**src/rtl/alu_seq.sv**
```systemverilog
// Registered ALU: single-cycle add/sub/logic/rotate with persistent carry, plus an
// iterative shift-add multiply that holds busy for WIDTH cycles.
module alu_seq #(
  parameter int unsigned WIDTH = 4
) (
  input  logic             clk,
  input  logic             rst,
  input  logic             start,
  input  logic [2:0]       op,
  input  logic [WIDTH-1:0] ain,
  input  logic [WIDTH-1:0] bin,
  output logic [WIDTH-1:0] out,
  output logic             c,
  output logic             z,
  output logic             busy,
  output logic             done
);

  localparam logic [2:0] OpAdd = 3'b000;
  localparam logic [2:0] OpAdc = 3'b001;
  localparam logic [2:0] OpSub = 3'b010;
  localparam logic [2:0] OpAnd = 3'b011;
  localparam logic [2:0] OpOr  = 3'b100;
  localparam logic [2:0] OpXor = 3'b101;
  localparam logic [2:0] OpMul = 3'b110;
  localparam logic [2:0] OpRlc = 3'b111;

  localparam int unsigned CntW = $clog2(WIDTH);
  localparam logic [CntW-1:0] CntLast = CntW'(WIDTH - 1);

  typedef enum logic [0:0] {StIdle, StMul} state_e;

  state_e             state;
  logic [2*WIDTH-1:0] mcand;
  logic [2*WIDTH-1:0] acc;
  logic [WIDTH-1:0]   mplr;
  logic [CntW-1:0]    cnt;

  logic [WIDTH:0]     sum;
  logic [WIDTH-1:0]   alu_out;
  logic               alu_c;
  logic [2*WIDTH-1:0] acc_nxt;

  // Single-cycle datapath; MUL falls through to default and is handled by the FSM.
  always_comb begin
    sum     = '0;
    alu_out = out;
    alu_c   = c;
    unique case (op)
      OpAdd: begin
        sum     = {1'b0, ain} + {1'b0, bin};
        alu_out = sum[WIDTH-1:0];
        alu_c   = sum[WIDTH];
      end
      OpAdc: begin
        sum     = {1'b0, ain} + {1'b0, bin} + {{WIDTH{1'b0}}, c};
        alu_out = sum[WIDTH-1:0];
        alu_c   = sum[WIDTH];
      end
      OpSub: begin
        // Top bit of the widened difference is the borrow (ain < bin).
        sum     = {1'b0, ain} - {1'b0, bin};
        alu_out = sum[WIDTH-1:0];
        alu_c   = sum[WIDTH];
      end
      OpAnd: alu_out = ain & bin;
      OpOr:  alu_out = ain | bin;
      OpXor: alu_out = ain ^ bin;
      OpRlc: begin
        alu_out = {ain[WIDTH-2:0], c};
        alu_c   = ain[WIDTH-1];
      end
      default: ;
    endcase
  end

  assign acc_nxt = acc + (mplr[0] ? mcand : '0);

  always_ff @(posedge clk or posedge rst) begin
    if (rst) begin
      state <= StIdle;
      mcand <= '0;
      acc   <= '0;
      mplr  <= '0;
      cnt   <= '0;
      out   <= '0;
      c     <= 1'b0;
      z     <= 1'b0;
      busy  <= 1'b0;
      done  <= 1'b0;
    end else begin
      done <= 1'b0;
      unique case (state)
        StIdle: begin
          if (start) begin
            if (op == OpMul) begin
              mcand <= {{WIDTH{1'b0}}, ain};
              mplr  <= bin;
              acc   <= '0;
              cnt   <= '0;
              busy  <= 1'b1;
              state <= StMul;
            end else begin
              out  <= alu_out;
              c    <= alu_c;
              z    <= (alu_out == '0);
              done <= 1'b1;
            end
          end
        end
        StMul: begin
          acc   <= acc_nxt;
          mcand <= mcand << 1;
          mplr  <= mplr >> 1;
          cnt   <= cnt + 1'b1;
          if (cnt == CntLast) begin
            out   <= acc_nxt[WIDTH-1:0];
            c     <= |acc_nxt[2*WIDTH-1:WIDTH];
            z     <= (acc_nxt[WIDTH-1:0] == '0);
            done  <= 1'b1;
            busy  <= 1'b0;
            state <= StIdle;
          end
        end
        default: state <= StIdle;
      endcase
    end
  end

endmodule

```
**config.mk**
```make
export PLATFORM = sky130hd
export DESIGN_NAME = alu_seq
export DESIGN_NICKNAME = d
export VERILOG_FILES = /design/src/rtl/alu_seq.sv
export SDC_FILE = /design/constraint.sdc
export NUM_CORES = 1
export LEC_CHECK = 0
export BUFFER_PORTS_ARGS = -buffer_cell sky130_fd_sc_hd__buf_2
export CORE_ASPECT_RATIO = 1.5
export CORE_MARGIN = 2
export CORE_UTILIZATION = 35
export CTS_CLUSTER_DIAMETER = 150
export CTS_CLUSTER_SIZE = 10
export DETAILED_ROUTE_END_ITERATION = 8
export HOLD_SLACK_MARGIN = 0.1
export SETUP_SLACK_MARGIN = 0.1
export SYNTH_ARGS = -nofsm -noshare
export SYNTH_HDL_FRONTEND = slang
export SYNTH_SLANG_ARGS = --single-unit
```
**constraint.sdc**
```tcl
create_clock -name clk -period 5.55 [get_ports clk]
set_input_delay 0.555 -clock clk [delete_from_list [all_inputs] [get_ports clk]]
set_output_delay 0.555 -clock clk [all_outputs]
set_load 0.01 [all_outputs]
```
==> results list <==
- Compound-Gate Fraction of Synth Area: 0.2018
* Detailed-route wire length per cell: roughly 16 um
* Most frequently used flop master after synthesis: sky130_fd_sc_hd__dfrtp_1
- Worst Setup End Kind: register
* Xor and xnor fraction of the mapped netlist area: 0.03973
* Total routing resource utilization after global routing: 0.1653
- Resized cells post-CTS: 0
- After synthesis, the share of cell area in mux cells is 0.05855.
* Minimum setup slack among reg-to-reg paths: roughly 2.8 ns
* Cells taking the most area after synthesis: sky130_fd_sc_hd__dfrtp_1 32%, sky130_fd_sc_hd__ha_1 12%, sky130_fd_sc_hd__nand2_1 6.9%, sky130_fd_sc_hd__mux2i_1 5.9%, sky130_fd_sc_hd__o21ai_0 5.4%
- Initial Utilization: 0.3640
* Number of maximum-capacitance constraint violations: 0
- Number of enable-type register cells in the synthesized netlist: 0
* Via count of the first global-routing pass: ~2000
* Core Region: ~6600 um^2
- Share of layout cells above drive strength 1: 0.1190
- The final count of hold timing violations was 0.
- Area overhead of the layout relative to synthesis: 9.775%
* Arrival time of the worst setup path: about 2.9 ns
- Final weighted congestion in routability-driven placement: 0.8352
* Yosys top cell by area: sky130_fd_sc_hd__dfrtp_1
- The initial antenna violation count came to 0.
- Total CTS buffers: 5
- Buffers inserted by post-CTS timing repair: 0
- The die is ~110 um tall.
- The share of synthesized area in the top cell type comes to 0.3241.
- The analysis attributes to cell leakage a power of around 1.3 nW.
* Share of the yosys chip area belonging to registers: 0.3241
- Clock-pin slew was measured on the worst setup and hold paths at 0.07 ns.
- Clock insertion delay at the later pin of the skew report: about 0.3 ns
- Setup repair after global routing left no endpoint under its margin.
- Post-synth net total: around 320
- The sequential cells in the finished layout cover a total of approximately 780 um^2.
* Total number of yosys warnings: 0
- Via Count: roughly 2000
- For this design, the sink count on the clock tree is 31.
* Pin count of the biggest net entering global routing: just over 40
* Area of the mapped netlist: 2394 um^2
- The worst setup path is launched from a register.
* Hold-fix buffers, CTS: 0
- Clock skew on the completed layout was measured at between 0.01 and 0.015 ns.
* Cell area reported after detailed placement: between 2000 and 3000 um^2
- Number of design rule violations left after detail routing: 0
- In this run, the number of DRC markers left after iteration 0 of detailed routing was 88.
* Top achievable clock speed: around 0.37 GHz
* Mapped Avg Cell Area: slightly below 9 um^2
* Count of unique library cells instantiated by Yosys: 51
- After synthesis the netlist holds a flip-flop and latch count of 31.
- CTS H-Tree Depth: 2
- By area, the combinational part of the netlist is dominated by compound AO/OA/AOI/OAI gates.
- Hold is met by ~0.32 ns.
- Setup total negative slack on the finished layout was measured at 0 ns.
- Transition time of the tightest slew-check pin: about 0.5 ns
- Dividing the final minimum period by the clock period gives 0.4896.
- The die covers between 7000 and 8000 um^2.
- The detail route stage leaves a number of antenna-violating nets equal to 0.
* Final std cell area, no fill: 2628 um^2
* Worst endpoint required time: around 5.7 ns
- Post-synthesis share of cell area spent on and, or, nand and nor gates: 0.1850
- Run status: complete, no violations
- Of the total synthesized cell area, the portion taken by full adders, half adders and majority gates is 0.1401.
- Power spread over the standard cell area amounts to between 300 and 400 nW/um^2.
- Count of mapped cells out of synthesis: about 280
- The worst-case IR drop observed on VDD is around 0.13 mV.
- TritonCTS built the clock tree.
* Hold WC Path Type: input port to asynchronous set/reset pin
* Total overflow reported by the global router: 0
- Max Root-Sink Buffers: 2
- 1st-pass router iterations: 4
- The first global-routing pass estimated just under 10 mm of wire.
* Die boundary width: between 70 and 80 um
- The tree is rooted in a sky130_fd_sc_hd__clkbuf_8.
- Number of rows created at floorplan: 36
- For this run, asynchronously set or reset flops after synthesis account for 1.000.
- After the last flow step, the layout net total stands at between 300 and 400.
* Count of pins on the block boundary: 22
- In this run the tool buffered the top-level ports with 21 buffer cells.
- 0 antenna diodes ended up in the layout.
- The final number of max-transition violations is 0.
- Setup-failing EPs final: 0
- Worst Setup Path Type: register to register
- The clock period could shrink to ~2.7 ns.
- Filler Cells Inserted: 685
- After legalization and detailed placement, the total HPWL measured 4.548 mm.
- Average via count per standard cell: 5.373
* Final routed wirelength across all metal layers: around 6 mm
- The worst pin sits at a relative slew slack of 0.6645.
* Area occupied by multi-input gates: around 1500 um^2
- Largest fanout on the critical path: 9
-- cell usage after synthesis, types with 3 or more instances --
| library cell | instances |
|---|---|
| sky130_fd_sc_hd__nor3_1 | 7 |
| sky130_fd_sc_hd__a21o_1 | 5 |
| sky130_fd_sc_hd__xnor2_1 | 6 |
| sky130_fd_sc_hd__xor2_1 | 3 |
| sky130_fd_sc_hd__a211oi_1 | 5 |
| sky130_fd_sc_hd__nand3_1 | 3 |
| sky130_fd_sc_hd__and2_1 | 8 |
| sky130_fd_sc_hd__nand3b_1 | 3 |
| sky130_fd_sc_hd__inv_1 | 14 |
| sky130_fd_sc_hd__nand2_1 | 44 |
| sky130_fd_sc_hd__mux2i_1 | 14 |
| sky130_fd_sc_hd__nor2_1 | 17 |
| sky130_fd_sc_hd__clkbuf_1 | 5 |
| sky130_fd_sc_hd__buf_2 | 6 |
| sky130_fd_sc_hd__a21oi_1 | 11 |
| sky130_fd_sc_hd__nor2b_1 | 3 |
| sky130_fd_sc_hd__o21ai_0 | 26 |
| sky130_fd_sc_hd__fa_1 | 3 |
| sky130_fd_sc_hd__o21bai_1 | 3 |
| sky130_fd_sc_hd__dfrtp_1 | 31 |
| sky130_fd_sc_hd__ha_1 | 22 |
-- cells in the final DEF, fill, tap and decap left out, drive strengths merged, types with 2 or more instances in the layout --
cell	Yosys	final
a31oi	2	2
nand2	44	44
nand2b	2	2
a21oi	11	11
a211oi	5	5
inv	14	14
a22o	2	2
xor2	4	4
o32a	2	2
mux2i	14	14
nor2b	3	3
o311a	2	2
nor3	7	7
xnor2	6	6
dfrtp	31	31
nor2	17	17
clkbuf	6	5
and2	8	8
o21ai	26	26
o211ai	2	2
clkinv	1	4
or2	2	2
fa	3	3
nand3b	3	3
o21bai	3	3
ha	22	22
buf	7	23
a221oi	2	2
nand3	3	3
a21o	5	5
-- worst max-delay path: stages, from the launching register on --
cell	delay (ns)
sky130_fd_sc_hd__dfrtp_1	0.47
sky130_fd_sc_hd__and2_1	0.20
sky130_fd_sc_hd__ha_1	0.22
sky130_fd_sc_hd__fa_1	0.42
sky130_fd_sc_hd__a211oi_1	0.36
sky130_fd_sc_hd__o21ai_0	0.21
sky130_fd_sc_hd__a21oi_1	0.18
sky130_fd_sc_hd__nand3b_1	0.15
sky130_fd_sc_hd__o2111ai_1	0.12
sky130_fd_sc_hd__o32a_1	0.30
-- layout make-up --
| cell class | instances | area share |
|---|---|---|
| Clock buffer | 5 | 0.02619 |
| Clock inverter | 3 | 0.005714 |
| Inverter | 15 | 0.02143 |
| Multi-Input combinational cell | 217 | 0.5695 |
| Sequential cell | 31 | 0.2952 |
| Tap cell | 76 | 0.03619 |
| Timing Repair Buffer | 23 | 0.04571 |
-- sequential cells by signal, indices dropped and copies added (netlist names) --
register and cells:
c 1, out 4, z 1, cnt 2
done 1, acc 8, mplr 4, state 1
mcand 8, busy 1
-- worst paths after layout --
| kind | start | end | depth (start not counted) |
|---|---|---|---|
| min in group clk | mplr[1] | mplr[0] | 2 |
| max in group asynchronous | rst | mplr[2] | 3 |
| max reg2reg | mplr[0] | c | 9 |
| min | rst | busy | 3 |
| min reg2reg | mplr[1] | mplr[0] | 2 |
| max | mplr[0] | c | 9 |
-- kinds of logic (layout without fill, tap and decap cells) --
group	Yosys count	after routing
muxes	14	14
adders and majority gates	25	25
buffers and inverters	28	46
DFF	31	31
xor gates and xnor gates	10	10
AOI/OAI and AO/OA	73	73
and+or+nand+nor	95	95
-- power by group --
group          internal, mW  leakage, nW  switching [mW]  total, mW
Sequential            0.306        0.402          0.0621      0.368
Clock                0.0856       0.0477          0.0884      0.174
Combinational         0.155        0.823           0.233      0.388
-- per-stage QoR --
step | instances | utilization | setup WS, ns | power [mW]
after detailed placement | 362 | 0.3868 | 2.612 | 0.7613
final | 370 | 0.3995 | 2.833 | 0.9292
after global routing | 370 | 0.3995 | 2.647 | 1.005
after CTS | 370 | 0.3995 | 2.834 | 0.9383
after floorplan | 276 | - | 2.897 | 0.6401
after global placement | 362 | 0.3868 | 2.668 | 0.7508
-- per-layer routing --
| metal | GRT usage | up-vias | routed length [um] |
|---|---|---|---|
| met2 | 0.2923 | 31 | 3154 |
| met4 | 0.08760 | 0 | 202 |
| met3 | 0.02772 | 15 | 141 |
| li1 | - | 1008 | - |
| met5 | 0 | - | 0 |
| met1 | 0.1846 | 934 | 2380 |
Note: power is estimated with default switching activity, not from simulation.
